$ cat config.mk
export PLATFORM = sky130hd
export DESIGN_NAME = cla_seq_adder_ctrl
export DESIGN_NICKNAME = d
export VERILOG_FILES = /design/src/rtl/cla_seq_adder_ctrl.sv
export SDC_FILE = /design/constraint.sdc
export NUM_CORES = 1
export LEC_CHECK = 0
export BUFFER_PORTS_ARGS = -buffer_cell sky130_fd_sc_hd__buf_2
export CELL_PAD_IN_SITES_DETAIL_PLACEMENT = 0
export CELL_PAD_IN_SITES_GLOBAL_PLACEMENT = 1
export CORE_UTILIZATION = 35
export DETAILED_ROUTE_END_ITERATION = 6
export PLACE_DENSITY = 0.77
export SYNTH_ARGS = -nofsm -noshare
export SYNTH_HDL_FRONTEND = slang
export SYNTH_SLANG_ARGS = --single-unit
$ cat constraint.sdc
create_clock -name clk -period 3.6 [get_ports clk]
set_clock_uncertainty 0.05 [all_clocks]
set_input_delay 0 -clock clk [delete_from_list [all_inputs] [get_ports clk]]
set_output_delay 0 -clock clk [all_outputs]
set_load 0.02 [all_outputs]
$ cat src/rtl/cla_seq_adder_ctrl.sv
// cla_seq_adder_ctrl: adds two OP_WIDTH-bit operands by stepping one 4-bit
// carry-lookahead slice across them, LSB nibble first, one nibble per cycle.
// The carry between nibbles is held in a register, so only one slice is built
// whatever the operand width.
//
// Ports
//   clk, rst              clock; synchronous active-high reset
//   in_valid / in_ready   operand handshake (accepted only in IDLE)
//   a, b, cin             operands and carry-in to the first slice
//   out_valid / out_ready result handshake (result held until retired)
//   sum, cout             a + b + cin modulo 2^OP_WIDTH, and bit OP_WIDTH
//   busy                  high whenever the FSM is not IDLE
//   ovf                   signed overflow, present only with CLA_SEQ_OVF_EN
//
// Build option: define CLA_SEQ_OVF_EN to add the ovf output.

// One 4-bit slice: per-bit generate/propagate cells plus lookahead carries.
module cla_slice4 (
  input  logic [3:0] in1,
  input  logic [3:0] in2,
  input  logic       czero,
  output logic [3:0] s,
  output logic       ggn,   // group generate
  output logic       gpr,   // group propagate
  output logic       c3     // carry into bit 3
);
  logic [3:0] g, p, c;

  for (genvar i = 0; i < 4; i++) begin : g_mfa
    assign g[i] = in1[i] & in2[i];
    assign p[i] = in1[i] ^ in2[i];
    assign s[i] = p[i] ^ c[i];
  end

  assign c[0] = czero;
  assign c[1] = g[0] | (p[0] & czero);
  assign c[2] = g[1] | (p[1] & g[0]) | (p[1] & p[0] & czero);
  assign c[3] = g[2] | (p[2] & g[1]) | (p[2] & p[1] & g[0]) | (p[2] & p[1] & p[0] & czero);
  assign c3   = c[3];
  assign ggn  = g[3] | (p[3] & g[2]) | (p[3] & p[2] & g[1]) | (p[3] & p[2] & p[1] & g[0]);
  assign gpr  = &p;
endmodule

module cla_seq_adder_ctrl #(
  parameter int OP_WIDTH = 32
) (
  input  logic                clk,
  input  logic                rst,
  input  logic                in_valid,
  output logic                in_ready,
  input  logic [OP_WIDTH-1:0] a,
  input  logic [OP_WIDTH-1:0] b,
  input  logic                cin,
  output logic                out_valid,
  input  logic                out_ready,
  output logic [OP_WIDTH-1:0] sum,
  output logic                cout,
  output logic                busy
`ifdef CLA_SEQ_OVF_EN
  ,
  output logic                ovf
`endif
);
  localparam int NSLICE = OP_WIDTH / 4;
  localparam int IDXW   = (NSLICE > 1) ? $clog2(NSLICE) : 1;
  localparam logic [IDXW-1:0] LAST = IDXW'(NSLICE - 1);

  if ((OP_WIDTH % 4) != 0 || OP_WIDTH < 4) begin : g_bad_width
    $error("cla_seq_adder_ctrl: OP_WIDTH must be a multiple of 4 and >= 4");
  end

  typedef enum logic [1:0] {IDLE, RUN, DONE} state_t;
  state_t state, state_nxt;

  logic [OP_WIDTH-1:0] a_sh, b_sh, sum_r;
  logic [IDXW-1:0]     idx;
  logic                carry, cout_r;
  logic [3:0]          sl_in1, sl_in2, sl_s;
  logic                sl_cz, sl_ggn, sl_gpr, sl_c3, carry_nxt;
  logic                last;

  // Slice inputs are held at zero outside RUN so the slice does not toggle.
  assign sl_in1    = (state == RUN) ? a_sh[3:0] : 4'd0;
  assign sl_in2    = (state == RUN) ? b_sh[3:0] : 4'd0;
  assign sl_cz     = (state == RUN) ? carry     : 1'b0;
  assign carry_nxt = sl_ggn | (sl_gpr & carry);
  assign last      = (idx == LAST);

  cla_slice4 u_slice (
    .in1   (sl_in1),
    .in2   (sl_in2),
    .czero (sl_cz),
    .s     (sl_s),
    .ggn   (sl_ggn),
    .gpr   (sl_gpr),
    .c3    (sl_c3)
  );

  always_ff @(posedge clk) begin
    if (rst) state <= IDLE;
    else     state <= state_nxt;
  end

  always_comb begin
    state_nxt = state;
    in_ready  = 1'b0;
    out_valid = 1'b0;
    busy      = 1'b1;
    case (state)
      IDLE: begin
        in_ready = 1'b1;
        busy     = 1'b0;
        if (in_valid) state_nxt = RUN;
      end
      RUN:  if (last) state_nxt = DONE;
      DONE: begin
        out_valid = 1'b1;
        if (out_ready) state_nxt = IDLE;
      end
      default: state_nxt = IDLE;
    endcase
  end

  always_ff @(posedge clk) begin
    if (rst) begin
      a_sh   <= '0;
      b_sh   <= '0;
      sum_r  <= '0;
      idx    <= '0;
      carry  <= 1'b0;
      cout_r <= 1'b0;
    end else begin
      case (state)
        IDLE: if (in_valid) begin
          a_sh  <= a;
          b_sh  <= b;
          carry <= cin;
          idx   <= '0;
          sum_r <= '0;
        end
        RUN: begin
          sum_r[4*idx +: 4] <= sl_s;
          carry <= carry_nxt;
          a_sh  <= a_sh >> 4;
          b_sh  <= b_sh >> 4;
          // Wrap instead of incrementing past the last slice (matters when NSLICE is not a power of 2).
          idx   <= last ? '0 : idx + 1'b1;
          if (last) cout_r <= carry_nxt;
        end
        default: ;
      endcase
    end
  end

  assign sum  = sum_r;
  assign cout = cout_r;

`ifdef CLA_SEQ_OVF_EN
  // Signed overflow: carry into the MSB (carry into bit 3 of the last slice) xor carry out.
  logic ovf_r;
  always_ff @(posedge clk) begin
    if (rst)                     ovf_r <= 1'b0;
    else if (state == RUN && last) ovf_r <= sl_c3 ^ carry_nxt;
  end
  assign ovf = ovf_r;
`else
  logic unused_c3;
  assign unused_c3 = sl_c3;
`endif
endmodule
==> run metrics <==
outcome=finished, final reports clean; transition time at the pin with the least slew margin=just over 0.9 ns; Filler Cell Count=1,146; Std-Cell Rows=40; Psw=0.665 mW; switch share=0.254; synthesized cell area=0.00431 mm^2; number of clock sinks=103; Clock Latency Late Sink=0.35 ns; post-placement setup slack=~0.9 ns; source of the worst register-to-register timing path=state[0]$_SDFFE_PP0P_; leftover overflow at the end of global routing=0; GR Layer Usage met1=0.240; final number of setup-violating endpoints=0; Worst Hold Margin=0.0631 ns; pin count of the biggest net entering global routing=72; antenna cells=0; Total GRT Usage=0.190; Seq cells post-synth=slightly above 100; Die Height=113 um; top-area cell type share of the netlist area=0.478; clock buffers created by TritonCTS=9; Mapped Nets=582; antenna violations before repair=0; first drt pass iteration count=5; final cell utilization of the core=0.492; met2 track demand over resource=0.306; Setup Fix Bufs, Post-CTS=0; fraction of layout instances using a drive strength above 1=0.204; cells on worst reg2reg path=9; final critical-path share of the clock period=0.756; cell with the most instances after synthesis=dfxtp_1; number of ports placed on the die boundary=105; R2R Setup Slk=between 0.8 and 0.9 ns; Yosys warnings=0; final HPWL from detailed placement=7370 um; Critical-path top delay cell=dfxtp_1; Synth Area per Inst=~8.6 um^2; cell count after synthesis=504; area of the placeable core=0.0120 mm^2; worst-case hold path end point=idx[0]$_SDFFE_PP0P_; VDD IR max=slightly below 300 uV; setup slack after layout=between 0.8 and 0.9 ns; number of vias per cell=5.22; final-layout setup total negative slack=0 ns; post-detailed-route DRC marker count=0; Synth Flop Type=dfxtp_1; Internal Power=1.96 mW; worst hold-check path type=input port to flip-flop; Clock power frac=0.404; clock-pin slew on the worst setup and hold paths=0.07 ns; H-tree Lvls=3; sequential share of power=0.466; unrepaired setup endpoints after global routing=no; fraction of the yosys area taken by sequential cells=0.478; cell chosen for the clock root=clkbuf_16; Port-buffer cells=104; overall die area=0.0128 mm^2; RD Place Congestion=0.742; Slew HR=0.378; number of global-route vias before repair=4,043; Peak Freq=between 300 and 400 MHz; worst hold path depth=2; data arrival time of the critical path=2.89 ns; crit-path max cell delay=~0.44 ns; top fanout value on the critical path=27; combinational cell fraction of total power=0.130; Hold Startpoint=rst; maximum root-to-sink buffer count=2; starting density of the core=0.359; static leakage=2.38 nW; Crit Path Category=flip-flop to flip-flop; number of unique standard cell types used by synthesis=46; Worst Setup End Kind=flip-flop; kind of start point of the critical path=flip-flop; number of pins with negative max-slew slack in the final report=0; WP buf/inv=1; clock tree from TritonCTS=built; ys async rst share=0; worst-path cell chain=nor2b_4 > buf_4 > and2_1 > ha_1 > nand3_1 > o2111a_1 > or3_1 > nand2_1 > mux2i_1; Layout Nets=729; vias post-DR=4,191; Crit path required time=3.77 ns; most crowded layer after global routing=met2; GR Layer Usage met3=0.0466; Reg-to-Reg End=sum[3]$_SDFFE_PP0P_; DRT Wirelength=~12,000 um; library cell with the largest summed area after synthesis=dfxtp_1; Wirelength per Cell=~15 um; die span in x=between 100 and 150 um; areal power density over the cells=~440 mW/mm^2; Initial DRC Count=262; Area growth syn-to-layout=37.0%; final critical delay including setup and external delays=2.72 ns; MaxCap Viol Count=0; wire length of the first global-routing pass=19,300 um; family with the most delay on the worst path=simple AND/OR/NAND/NOR gates; most used standard cells in the synthesized netlist=dfxtp_1, nand2_1, a21oi_1; residual antenna-violating net count after detailed routing=0; Post-synth EDFFs=0; largest cells by area after synthesis=dfxtp_1, a22oi_1, a21oi_1; number of hold violations in the final report=0
==> worst max path at each step <==
stage	startpoint	endpoint	slack, ns	depth (start not counted)
2_1_floorplan	state[0]$_SDFFE_PP0P_	sum[3]$_SDFFE_PP0P_	1.00	10
3_3_place_gp	state[0]$_SDFFE_PP0P_	sum[3]$_SDFFE_PP0P_	1.03	9
3_5_place_dp	state[0]$_SDFFE_PP0P_	sum[3]$_SDFFE_PP0P_	0.91	9
4_1_cts	state[0]$_SDFFE_PP0P_	sum[3]$_SDFFE_PP0P_	0.88	9
5_1_grt	state[0]$_SDFFE_PP0P_	sum[3]$_SDFFE_PP0P_	0.67	9
6_report	state[0]$_SDFFE_PP0P_	sum[3]$_SDFFE_PP0P_	0.88	9
==> worst register-to-register path, delay by kind of cell, from the launching register on <==
kind	cells	cell delay, ns
and+or+nand+nor	5	1.22
DFF	1	0.44
buffers and inverters	1	0.31
AOI/OAI and AO/OA	1	0.27
adders and majority gates	1	0.22
muxes	1	0.09
==> state kept, by name, indices dropped and copies added (netlist names) <==
| register | cells |
|---|---|
| idx | 3 |
| state | 2 |
| b_sh | 32 |
| a_sh | 32 |
| cout | 1 |
| sum | 32 |
| carry | 1 |
==> metal layers <==
layer / up-vias / part of all wire
li1: 2105 / -
met3: 10 / 0.049
met4: 0 / 0.015
met5: - / 0
met1: 1965 / 0.46
met2: 111 / 0.48
==> per-stage QoR <==
| step | power (mW) | cell area [um^2] | cells |
|---|---|---|---|
| after floorplan | 1.43 | 4310 | 504 |
| after global placement | 1.53 | 4930 | 721 |
| after detailed placement | 1.53 | 4930 | 721 |
| after CTS | 2.65 | 5910 | 803 |
| after global routing | 2.73 | 5910 | 803 |
| final | 2.62 | 5910 | 803 |
==> cell usage in the layout (no fill, tap or decap), types with 7 or more instances in the layout <==
cell | Yosys | routed
nand2_1 | 81 | 81
dlygate4sd3_1 | 0 | 66
clkbuf_16 | 0 | 9
dfxtp_1 | 103 | 103
and2_1 | 9 | 9
nor2_1 | 20 | 19
ha_1 | 9 | 9
nand3_1 | 29 | 29
o21ai_1 | 7 | 7
a21oi_1 | 78 | 78
buf_2 | 3 | 104
a22oi_1 | 58 | 58
inv_1 | 7 | 7
==> cells by family after synthesis <==
logic type,count (synthesis),share of synthesized area
AO/OA/AOI/OAI,165,0.241
adder cells (fa/ha/maj),9,0.0261
AND/OR/NAND/NOR,175,0.198
buffers and inverters,46,0.0409
flip-flops,103,0.478
multiplexers,4,0.00928
XOR/XNOR,2,0.00580
==> cell type report <==
class                      instances  area [um^2]  share of cell area
sequential                       103         2060               0.349
inverter                           7         26.3             0.00445
clock inverter                     6         92.6              0.0157
timing repair buffer             175         1220               0.206
clock buffer                      10          229              0.0388
multi-input combinational        355         2100               0.355
tap                              147          184              0.0311
==> repair_timing <==
item,in CTS,in global routing
hold buffers,66,0
endpoints found under the hold margin,66,0
gates resized for setup,0,0
==> power groups by stage <==
| stage | clock network (mW) | logic, mW | registers (mW) |
|---|---|---|---|
| after global placement | 0 | 0.281 | 1.25 |
| final | 1.06 | 0.341 | 1.22 |
| after global routing | 1.13 | 0.377 | 1.23 |
| after floorplan | 0 | 0.192 | 1.24 |
| after CTS | 1.09 | 0.341 | 1.22 |
| after detailed placement | 0 | 0.286 | 1.25 |
No activity file was read; power rests on OpenSTA's default activity.
